`src/rtl/sipo_pkg.sv`:
```
// Shared configuration helpers for the multi-lane SIPO deserializer.
// Beat count and beat-counter width are derived from WIDTH/LANES at elaboration.
package sipo_pkg;

    function automatic int beats(input int width, input int lanes);
        return width / lanes;
    endfunction

    // Width of the beat counter, i.e. $clog2(BEATS) for a given configuration.
    function automatic int cnt_beat_w(input int width, input int lanes);
        return $clog2(beats(width, lanes));
    endfunction

    function automatic bit cfg_ok(input int width, input int lanes);
        return (width % lanes == 0) && (width >= 2 * lanes) &&
               (lanes == 1 || lanes == 2 || lanes == 4 || lanes == 8);
    endfunction

endpackage

```
`src/rtl/sipo_out_buffer.sv`:
```
// One-entry valid/ready output register; words arriving while it is full
// and not being drained are dropped and counted.
module sipo_out_buffer #(
    parameter int WIDTH = 32,
    parameter int CNT_W = 8
) (
    input  logic             clk,
    input  logic             reset,
    input  logic             load_valid,
    input  logic [WIDTH-1:0] load_word,
    input  logic             q_ready,
    input  logic             clr_overflow,
    output logic [WIDTH-1:0] q,
    output logic             q_valid,
    output logic             overflow,
    output logic [CNT_W-1:0] drop_count
);

    logic [WIDTH-1:0] q_q, q_d;
    logic             valid_q, valid_d;
    logic             ovf_q, ovf_d;
    logic [CNT_W-1:0] drop_q, drop_d;
    logic             drop;

    always_comb begin
        q_d     = q_q;
        valid_d = valid_q && !q_ready;
        ovf_d   = ovf_q;
        drop_d  = drop_q;
        drop    = 1'b0;

        if (load_valid) begin
            if (!valid_q || q_ready) begin
                q_d     = load_word;
                valid_d = 1'b1;
            end else begin
                drop = 1'b1;
            end
        end

        // A clear wins over a simultaneous drop, which then goes uncounted.
        if (clr_overflow) begin
            ovf_d  = 1'b0;
            drop_d = '0;
        end else if (drop) begin
            ovf_d = 1'b1;
            if (drop_q != {CNT_W{1'b1}}) begin
                drop_d = drop_q + CNT_W'(1);
            end
        end
    end

    always_ff @(posedge clk or posedge reset) begin
        if (reset) begin
            q_q     <= '0;
            valid_q <= 1'b0;
            ovf_q   <= 1'b0;
            drop_q  <= '0;
        end else begin
            q_q     <= q_d;
            valid_q <= valid_d;
            ovf_q   <= ovf_d;
            drop_q  <= drop_d;
        end
    end

    assign q          = q_q;
    assign q_valid    = valid_q;
    assign overflow   = ovf_q;
    assign drop_count = drop_q;

endmodule

```
`src/rtl/sipo_deserializer.sv`:
```
// Multi-lane serial-to-parallel deserializer: collects WIDTH bits over
// WIDTH/LANES qualified beats and hands completed words to a one-entry buffer.
module sipo_deserializer
    import sipo_pkg::*;
#(
    parameter int WIDTH     = 32,
    parameter int LANES     = 1,
    parameter int MSB_FIRST = 1,
    parameter int CNT_W     = 8
) (
    input  logic             clk,
    input  logic             reset,
    input  logic [LANES-1:0] serial_in,
    input  logic             bit_valid,
    input  logic             frame_start,
    output logic [WIDTH-1:0] q,
    output logic             q_valid,
    input  logic             q_ready,
    output logic             overflow,
    input  logic             clr_overflow,
    output logic [CNT_W-1:0] drop_count,
    output logic             busy
);

    localparam int BEATS      = beats(WIDTH, LANES);
    localparam int CNT_BEAT_W = cnt_beat_w(WIDTH, LANES);
    localparam int HIST_W     = WIDTH - LANES;
    localparam logic [CNT_BEAT_W-1:0] LAST_BEAT = CNT_BEAT_W'(BEATS - 1);

    generate
        if (!cfg_ok(WIDTH, LANES)) begin : g_bad_cfg
            $error("sipo_deserializer: WIDTH must be a multiple of LANES, >= 2*LANES, LANES in {1,2,4,8}");
        end
    endgenerate

    // Only WIDTH-LANES bits of history are kept: the newest beat comes
    // straight from serial_in when the word completes.
    logic [HIST_W-1:0]     shift_q, shift_d;
    logic [WIDTH-1:0]      shifted;
    logic [CNT_BEAT_W-1:0] cnt_q, cnt_d;
    logic                  word_done;

    generate
        if (MSB_FIRST != 0) begin : g_msb
            assign shifted = {shift_q, serial_in};
            assign shift_d = bit_valid ? shifted[HIST_W-1:0] : shift_q;
        end else begin : g_lsb
            assign shifted = {serial_in, shift_q};
            assign shift_d = bit_valid ? shifted[WIDTH-1:LANES] : shift_q;
        end
    endgenerate

    always_comb begin
        cnt_d     = cnt_q;
        word_done = 1'b0;
        if (bit_valid) begin
            if (frame_start) begin
                cnt_d = CNT_BEAT_W'(1);
            end else if (cnt_q == LAST_BEAT) begin
                cnt_d     = '0;
                word_done = 1'b1;
            end else begin
                cnt_d = cnt_q + CNT_BEAT_W'(1);
            end
        end else if (frame_start) begin
            cnt_d = '0;
        end
    end

    always_ff @(posedge clk or posedge reset) begin
        if (reset) begin
            shift_q <= '0;
            cnt_q   <= '0;
        end else begin
            shift_q <= shift_d;
            cnt_q   <= cnt_d;
        end
    end

    assign busy = (cnt_q != '0);

    sipo_out_buffer #(
        .WIDTH (WIDTH),
        .CNT_W (CNT_W)
    ) u_out_buffer (
        .clk          (clk),
        .reset        (reset),
        .load_valid   (word_done),
        .load_word    (shifted),
        .q_ready      (q_ready),
        .clr_overflow (clr_overflow),
        .q            (q),
        .q_valid      (q_valid),
        .overflow     (overflow),
        .drop_count   (drop_count)
    );

endmodule

```
`config.mk`:
```
export PLATFORM = sky130hd
export DESIGN_NAME = sipo_deserializer
export DESIGN_NICKNAME = d
export VERILOG_FILES = /design/src/rtl/sipo_pkg.sv /design/src/rtl/sipo_out_buffer.sv /design/src/rtl/sipo_deserializer.sv
export SDC_FILE = /design/constraint.sdc
export NUM_CORES = 1
export LEC_CHECK = 0
export CAP_MARGIN = 15
export CORE_MARGIN = 4
export CORE_UTILIZATION = 53
export CTS_CLUSTER_SIZE = 10
export DETAILED_ROUTE_END_ITERATION = 8
export HOLD_SLACK_MARGIN = 0.06
export PLACE_DENSITY = 0.78
export RECOVER_POWER = 50
export SYNTH_ARGS = -nofsm -noshare
export SYNTH_HDL_FRONTEND = slang
export SYNTH_HIERARCHICAL = 1
export SYNTH_SLANG_ARGS = --single-unit
```
`constraint.sdc`:
```
create_clock -name clk -period 2.35 [get_ports clk]
set_input_delay 0.3525 -clock clk [delete_from_list [all_inputs] [get_ports clk]]
set_output_delay 0.3525 -clock clk [all_outputs]
set_load 0.02 [all_outputs]
```
==> impl_metrics.json, run 1 <==
{
  "status": "finished, final reports clean",
  "cellLeakagePower_nw": 1.87,
  "clk_pin_slew_worst_paths_ns": 0.07,
  "drt-initial-drc-count": 51,
  "cts_sinks": 78,
  "critPathTopFamily": "simple AND/OR/NAND/NOR gates",
  "path_cells": "inv_1, ha_1, or4b_2, dlygate4sd2_1",
  "slew_headroom": 0.389,
  "fillerInstances": 398,
  "ios": 50,
  "root_buffer": "clkbuf_8",
  "finalNetCount": 283,
  "synth_ff_type": "dfrtp_1",
  "crit_path_end_kind": "output pin",
  "synth-edff-count": 0,
  "synth.avg_cell_area_um2": 14.7,
  "clock_latency_ns": 0.34,
  "firstDrtPassIters": 4,
  "path_max_fanout": 5,
  "setup.worst_path.class": "flop to output pin",
  "tns_ns": 0,
  "powerDensity_nw_per_um2": 762,
  "vdd_drop_max_uv": 550,
  "ys_warn_count": 6,
  "area_growth_pct": 24.5,
  "grt_max_degree": 39,
  "skew_ns": 0.00724,
  "drc": 0,
  "die_x_um": 85.2,
  "hp-class": "input port to flop",
  "core_area_um2": 5640,
  "die_y_um": 85.2,
  "clock_path_buffers": 2,
  "track_usage": 0.160,
  "ys_async_sr_fraction": 1.00,
  "multi_input_area_um2": 1140,
  "ys_types": 36,
  "rows": 27,
  "syn-num-nets": 226,
  "ys_ff_latch": 78,
  "hpwlAfterDp_um": 3570,
  "gr-total-overflow": 0,
  "cp_data_required_time_ns": 2.00,
  "initial_core_util": 0.560,
  "worstPathArrival_ns": 1.89,
  "dieArea_um2": 7250,
  "max_stage_delay_ns": 0.57,
  "post_drt_via_cell_ratio": 5.29,
  "finalHoldViolCount": 0,
  "vias": 1846,
  "cp_num_buf_inv": 2,
  "netlist.area_leader.share": 0.618,
  "slowest_stage": "or4b_2",
  "stdcell_count": 349,
  "synth_area_leaders": "dfrtp_1 62%, mux2_2 22%, nor2_1 1.8%, ha_1 1.6%, xor2_1 1.4%",
  "setup_viol": 0,
  "tightest_slew_ns": 0.917,
  "antenna_found_initial": 0,
  "gp_congestion": 0.756,
  "num_antenna_cells": 0,
  "port_buffers": 49,
  "yosysMostFrequentCell": "dfrtp_1",
  "ctsHoldBuffers": 0,
  "grt_pass1_wl_um": 9180,
  "regArea_um2": 1950,
  "place_area_um2": 3750,
  "fin_util": 0.697,
  "synth_top_area_cell": "dfrtp_1",
  "cts_tree": "done",
  "finalCriticalPeriod_ns": 2.24,
  "seq_area_frac_synth": 0.618,
  "synth_commonest_cells": "78 x dfrtp_1, 63 x mux2_2, 15 x nor2_1",
  "wl_um": 5270,
  "fin_crit_sh": 0.954,
  "grt_pass1_vias": 1939,
  "total_power_mw": 3.00,
  "final_antenna_net_count": 0,
  "drive_gt1_frac": 0.347,
  "final_area_um2": 3930,
  "startpoint_type": "flop",
  "maxCapViolations": 0,
  "htreeDepth": 3,
  "avgRoutedWirePerCell_um": 15.1,
  "post-cts-setup-buffers": 0,
  "rsz0062_at_grt": "no",
  "syn_inst": 215,
  "final-max-slew-violation-count": 0,
  "cts_inserted_buffers": 9,
  "dp_cells": 333,
  "max_freq_mhz": 446,
  "syn_area_um2": 3160
}
[kinds of logic (layout without fill, tap and decap cells)]
logic type / count (synthesis) / in the layout / share of synthesized area
compound gates: 11 / 11 / 0.0230
buf+inv: 14 / 76 / 0.0230
simple gates: 35 / 35 / 0.0642
mux: 67 / 67 / 0.239
xor+xnor: 6 / 6 / 0.0166
fa+ha+maj: 4 / 4 / 0.0159
flops: 78 / 78 / 0.618
[through the flow]
stage               hold WS (ns)  setup WS (ns)
global placement           0.486          0.265
detailed placement         0.492          0.152
floorplan                  0.416          0.271
finish                     0.394          0.108
CTS                        0.322         0.0910
global route               0.410         0.0263
[area by class of cell]
| cell class | instances | area share |
|---|---|---|
| Sequential cell | 78 | 0.496 |
| Clock inverter | 6 | 0.0156 |
| Clock buffer | 10 | 0.0350 |
| Tap cell | 72 | 0.0229 |
| Timing Repair Buffer | 55 | 0.136 |
| Multi-Input combinational cell | 123 | 0.289 |
| Inverter | 5 | 0.00477 |
[layout by cell type (no fill, tap or decap), types with 2 or more instances in the layout]
cell type	Yosys	layout
clkbuf_2	0	3
nand2b_1	2	2
clkbuf_8	0	10
ha_1	4	3
and3_1	2	2
buf_4	4	2
o21ai_0	3	3
dfrtp_1	78	78
clkinv_2	0	3
nand2_1	4	4
a21oi_1	2	2
clkdlybuf4s50_1	0	46
nor2_1	15	14
xor2_1	5	5
inv_1	4	3
mux2i_1	3	3
mux2_2	63	63
[worst paths after layout]
| check | from | endpoint | slack (ns) | cells after the start |
|---|---|---|---|---|
| setup / recovery | cnt_q[0] | busy | 0.11 | 4 |
| hold / removal | bit_valid | u_out_buffer/q_valid | 0.39 | 4 |
| setup reg to reg | cnt_q[0] | u_out_buffer/drop_count[7] | 0.18 | 9 |
| hold reg to reg | u_out_buffer/q[0] | u_out_buffer/q[0] | 0.51 | 1 |
| max in group asynchronous | reset | u_out_buffer/drop_count[6] | 0.88 | 3 |
| min in group asynchronous | reset | u_out_buffer/q[17] | 0.44 | 2 |
[worst register-to-register path: stages, from the launching register on]
cell	delay (ns)
dfrtp_1	0.41
ha_1	0.19
and3_1	0.17
ha_2	0.22
nand2_1	0.08
nor2_2	0.10
and3b_1	0.21
o211ai_2	0.13
nor3_2	0.22
mux2_4	0.32
[state kept, by name, indices dropped and copies added, names as in the netlist]
| name | count |
|---|---|
| cnt_q | 5 |
| shift_q | 31 |
| u_out_buffer/drop_count | 8 |
| u_out_buffer/overflow | 1 |
| u_out_buffer/q | 32 |
| u_out_buffer/q_valid | 1 |
[power breakdown]
| group | leakage, nW | internal (mW) | switching (mW) |
|---|---|---|---|
| logic | 0.735 | 0.193 | 0.105 |
| registers | 1.04 | 1.56 | 0.153 |
| clock network | 0.102 | 0.516 | 0.471 |
| total | 1.87 | 2.27 | 0.729 |
[routing by layer]
metal  share of wire  global-route usage  vias up  wire [um]
met5               0                   0        -          0
met4           0.016              0.0647        0         86
met3           0.063              0.0534       10        334
met2            0.48               0.251       38       2520
met1            0.44               0.204      930       2330
li1                -                   -      868          -
[timing repair]
item / 4_1_cts / 5_1_grt
endpoints found under the setup margin: 1 / 2
gates resized for setup: 1 / 2
hold endpoints to repair: 0 / 0
Note: power is estimated with default switching activity, not from simulation.
==> run 2: changes to the inputs <==
CORE_UTILIZATION = 48   (was 53)
PLACE_DENSITY = 0.74   (was 0.78)
clock period = 1.88 ns   (was 2.35 ns; I/O delays follow)
==> run 2 against run 1 <==
Net effect:
- the flow now finishes with violations (setup timing)
- cell count increased by 5.2%
- combinational power increased by 40%
- clock skew increased by 0.0017 ns
- critical path type unchanged
- via count increased by 5.0%
- sequential cell count unchanged
- sequential share of layout area decreased by 2.3 points
- first-iteration DRC count increased by 7.8%
- die area increased by 9.4%
- clock power increased by 28%
- core utilization decreased by 4.8 points
- critical path depth increased by 1
- largest power group unchanged
==> impl_metrics.json, run 2 (synthesized netlist as in run 1, its figures left out) <==
{
  "fin_ws_ns": -0.0433,
  "core_area_um2": 6350,
  "htreeDepth": 3,
  "vdd_drop_max_uv": 649,
  "finalCriticalPeriod_ns": 1.92,
  "powerDensity_nw_per_um2": 927,
  "timing.rr.start": "cnt_q[0]",
  "area_growth_pct": 30.5,
  "final_cell_mix": "78 x dfrtp_1, 63 x mux2_2, 46 x clkdlybuf4s50_1",
  "slew_headroom": 0.280,
  "grt_pass1_vias": 1994,
  "p_comb_frac": 0.109,
  "startpoint_type": "flop",
  "ctsHoldBuffers": 0,
  "critPathTopFamily": "simple AND/OR/NAND/NOR gates",
  "finalNetCount": 296,
  "grt_max_degree": 43,
  "num_antenna_cells": 0,
  "rows": 29,
  "rsz0062_at_grt": "yes",
  "clkPwrFrac": 0.331,
  "worstPathArrival_ns": 1.64,
  "path_max_fanout": 3,
  "largest_reg_flops": 32,
  "crit_path_end_kind": "output pin",
  "place_area_um2": 3860,
  "port_buffers": 49,
  "status": "complete, but fails checks",
  "gr-total-overflow": 0,
  "wl_um": 5620,
  "finalHoldViolCount": 0,
  "die_x_um": 89.1,
  "hold_start": "bit_valid",
  "ios": 50,
  "clock_latency_ns": 0.34,
  "track_usage": 0.157,
  "final_antenna_net_count": 0,
  "antenna_found_initial": 0,
  "post_drt_via_cell_ratio": 5.28,
  "clk_pin_slew_worst_paths_ns": 0.08,
  "dieArea_um2": 7940,
  "gp_congestion": 0.795,
  "pre_cts_slack_ns": -0.156,
  "p_int_mw": 2.88,
  "cts_tree": "done",
  "cts_inserted_buffers": 9,
  "p_sw_frac": 0.247,
  "violations": "setup timing",
  "hpwlAfterDp_um": 3680,
  "stdcell_count": 367,
  "firstDrtPassIters": 4,
  "worstHoldEndpoint": "u_out_buffer/q_valid",
  "setup.worst_path.class": "flop to output pin",
  "rr_worst_depth": 9,
  "total_power_mw": 3.82,
  "max_stage_delay_ns": 0.45,
  "max_freq_mhz": 520,
  "cp_data_required_time_ns": 1.60,
  "initial_core_util": 0.497,
  "fin_crit_sh": 1.02,
  "slowest_stage": "or4b_4",
  "setup_viol": 3,
  "layout_commonest_cell": "dfrtp_1",
  "path_cells": "buf_4, inv_4, ha_4, or4b_4, buf_6",
  "drt-initial-drc-count": 55,
  "tns_ns": -0.0828,
  "sequentialPowerShare": 0.560,
  "grt_pass1_wl_um": 9520,
  "die_y_um": 89.1,
  "maxCapViolations": 0,
  "root_buffer": "clkbuf_8",
  "switching_power_uw": 943,
  "cts_sinks": 78,
  "final-max-slew-violation-count": 0,
  "vias": 1939,
  "drive_gt1_frac": 0.403,
  "cellLeakagePower_nw": 1.96,
  "hp-class": "input port to flop",
  "holdPathStages": 4,
  "clock_path_buffers": 2,
  "r2r_slack_ns": -0.02,
  "skew_ns": 0.00891,
  "avgRoutedWirePerCell_um": 15.3,
  "drc": 0,
  "rr_endpoint": "u_out_buffer/drop_count[7]",
  "final_area_um2": 4120,
  "cp_num_buf_inv": 3,
  "dp_cells": 348,
  "tightest_slew_ns": 1.08
}
## run 2: cell count changes in the layout (fill, tap and decap cells not counted), sizes merged
| cell | delta |
|---|---|
| buf | +14 |
| clkinvlp | -1 |
| dlygate4sd2 | -1 |
| inv | +1 |
## run 2: per-layer routing
metal / wire, um / GRT usage / vias up
met4: 125 / 0.0771 / 0
met1: 2580 / 0.204 / 977
li1: - / - / 903
met2: 2590 / 0.240 / 47
met5: 0 / 0 / -
met3: 334 / 0.0461 / 12
## run 2: final cells by class
type	count	area, um2
clock buffers	10	138
clock inverters	6	70.1
fillers	462	2230
inverters	5	23.8
multi-input cells	123	1180
flip-flops and latches	78	1950
well taps	77	96.3
repair buffers	68	654
## run 2: power by group through the flow
stage	Sequential [mW]	Clock, mW	Combinational, mW
5_1_grt	2.18	1.39	0.466
3_5_place_dp	2.18	0	0.401
2_1_floorplan	2.11	0	0.321
6_report	2.14	1.26	0.416
4_1_cts	2.14	1.30	0.418
3_3_place_gp	2.17	0	0.383
## run 2: worst max path at each step
| stage | from | end | slack, ns | cells past startpoint |
|---|---|---|---|---|
| after floorplan | cnt_q[1] | u_out_buffer/drop_count[7] | -0.13 | 10 |
| after global placement | cnt_q[0] | busy | -0.12 | 4 |
| after detailed placement | cnt_q[0] | busy | -0.16 | 4 |
| after CTS | cnt_q[1] | busy | -0.07 | 5 |
| after global routing | cnt_q[0] | u_out_buffer/drop_count[1] | -0.12 | 10 |
| final | cnt_q[1] | busy | -0.04 | 5 |
## run 2: metrics by stage
step                hold slack [ns]   util
finish                        0.340  0.649
global placement              0.486  0.608
CTS                           0.304  0.648
global route                  0.337  0.649
detailed placement            0.492  0.608
floorplan                     0.345      -
## run 2: what timing repair did
item,4_1_cts,5_1_grt
endpoints found under the setup margin,40,38
endpoints found under the hold margin,0,0
pin swaps,5,2
resized for setup,12,8
setup buffers,3,0
## run 2: worst min-delay path: cells and delay by family
kind	cells	cell delay (ns)
and+or+nand+nor	3	0.23
buffers and inverters	1	0.12
==> run 3: changes to the inputs <==
CORE_UTILIZATION = 53   (was 48)
PLACE_DENSITY = 0.78   (was 0.74)
clock period = 2.05 ns   (was 1.88 ns; I/O delays follow)
==> run 3 against run 2 <==
Net effect:
- the run now ends clean
- combinational power is 16% lower
- sequential cell count did not move
- final area shrank 3.4%
- cell count is 3.3% lower
- global-route usage grew 0.99 points
- first-iteration DRC count increased by 40%
- critical path depth increased by 4
- core utilization increased by 5.7 points
- clock-buffer cell count grew 2
- largest power group unchanged
==> impl_metrics.json, run 3 (synthesized netlist as in run 1, its figures left out) <==
{
  "clk_pin_slew_worst_paths_ns": 0.07,
  "maxCapViolations": 0,
  "post_drt_via_cell_ratio": 5.24,
  "hpwlAfterDp_um": 3580,
  "layout_commonest_cell": "dfrtp_1",
  "cellLeakagePower_nw": 1.89,
  "num_antenna_cells": 0,
  "rsz0062_at_grt": "yes",
  "gr-total-overflow": 0,
  "setup.worst_path.class": "flop to flop",
  "path_max_fanout": 5,
  "rr_endpoint": "u_out_buffer/drop_count[7]",
  "gp_congestion": 0.773,
  "hp-class": "input port to flop",
  "largest_reg_flops": 32,
  "grt_max_degree": 39,
  "cts_inserted_buffers": 9,
  "finalCriticalPeriod_ns": 2.02,
  "vias": 1859,
  "root_buffer": "clkbuf_8",
  "fin_crit_sh": 0.986,
  "drt-initial-drc-count": 77,
  "final-max-slew-violation-count": 0,
  "setup_viol": 0,
  "antenna_found_initial": 0,
  "powerDensity_nw_per_um2": 830,
  "drc": 0,
  "die_y_um": 85.2,
  "rr_worst_depth": 9,
  "firstDrtPassIters": 4,
  "port_buffers": 49,
  "status": "finished, final reports clean",
  "hold_ws_ns": 0.372,
  "worstPathArrival_ns": 2.24,
  "grt_pass1_wl_um": 9610,
  "grt_pass1_vias": 1998,
  "clock_latency_ns": 0.33,
  "vdd_drop_max_uv": 516,
  "skew_ns": 0.00630,
  "startpoint_type": "flop",
  "cts_tree": "done",
  "rows": 27,
  "core_area_um2": 5640,
  "tightest_slew_ns": 0.871,
  "drive_gt1_frac": 0.371,
  "max_freq_mhz": 495,
  "dieArea_um2": 7250,
  "die_x_um": 85.2,
  "cp_data_required_time_ns": 2.27,
  "tns_ns": 0,
  "crit_start": "cnt_q[1]",
  "final_cell_mix": "78 x dfrtp_1, 63 x mux2_2, 46 x clkdlybuf4s50_1",
  "crit_path_end_kind": "flop",
  "avgRoutedWirePerCell_um": 15.2,
  "clock_path_buffers": 2,
  "initial_core_util": 0.560,
  "wl_um": 5390,
  "crit_end": "u_out_buffer/drop_count[7]",
  "area_growth_pct": 26.1,
  "ios": 50,
  "finalHoldViolCount": 0,
  "slew_headroom": 0.419,
  "finalNetCount": 289,
  "track_usage": 0.166,
  "final_antenna_net_count": 0,
  "timing.rr.start": "cnt_q[1]",
  "cts_sinks": 78,
  "r2r_slack_ns": 0.03,
  "htreeDepth": 3
}
run 3: final cells by class:
class	count	area [um2]
Multi-Input combinational cell	123	1170
Clock buffer	12	145
Fill cell	406	1660
Inverter	5	18.8
Tap cell	72	90.1
Clock inverter	4	22.5
Timing Repair Buffer	61	584
Sequential cell	78	1950
run 3: stage by stage:
step	setup slack, ns	utilization	std cells	area (um2)	power [mW]
final	0.0289	0.705	355	3980	3.30
after global routing	-0.101	0.705	355	3980	3.50
after CTS	0.00543	0.699	353	3940	3.35
after detailed placement	0.0137	0.670	337	3780	2.37
after global placement	0.0436	0.670	337	3780	2.33
after floorplan	0.0298	-	215	3160	2.23
run 3: worst min-delay path by stage:
stage                               start               endpoint  slack (ns)  depth (start not counted)
floorplan                     frame_start               cnt_q[3]        0.37                          1
global placement        u_out_buffer/q[0]      u_out_buffer/q[0]        0.49                          1
detailed placement  u_out_buffer/overflow  u_out_buffer/overflow        0.49                          2
CTS                                 reset     u_out_buffer/q[12]        0.27                          2
global route                    bit_valid   u_out_buffer/q_valid        0.37                          4
finish                          bit_valid   u_out_buffer/q_valid        0.37                          4
run 3: report_power, final:
group | internal [mW] | switching (mW)
Clock | 0.468 | 0.512
Sequential | 1.79 | 0.183
Combinational | 0.227 | 0.124
Total | 2.48 | 0.819
run 3: repair_timing:
item,CTS,global route
setup buffers,0,2
pin swaps,0,5
hold buffers,0,0
gates resized for setup,4,10
endpoints found under the setup margin,1,7
run 3: critical path, stage by stage, from the launching register on:
cell      delay, ns
dfrtp_1        0.41
ha_2           0.20
and3_4         0.20
ha_4           0.14
nand2_4        0.05
nor2_4         0.10
and3b_1        0.19
o211ai_2       0.10
nor3_2         0.20
mux2_4         0.31
run 3: per-layer routing:
metal,track usage,vias up,wire [um]
li1,-,878,-
met1,0.225,931,2450
met2,0.255,42,2580
met3,0.0447,8,287
met4,0.0691,0,79
met5,0,-,0
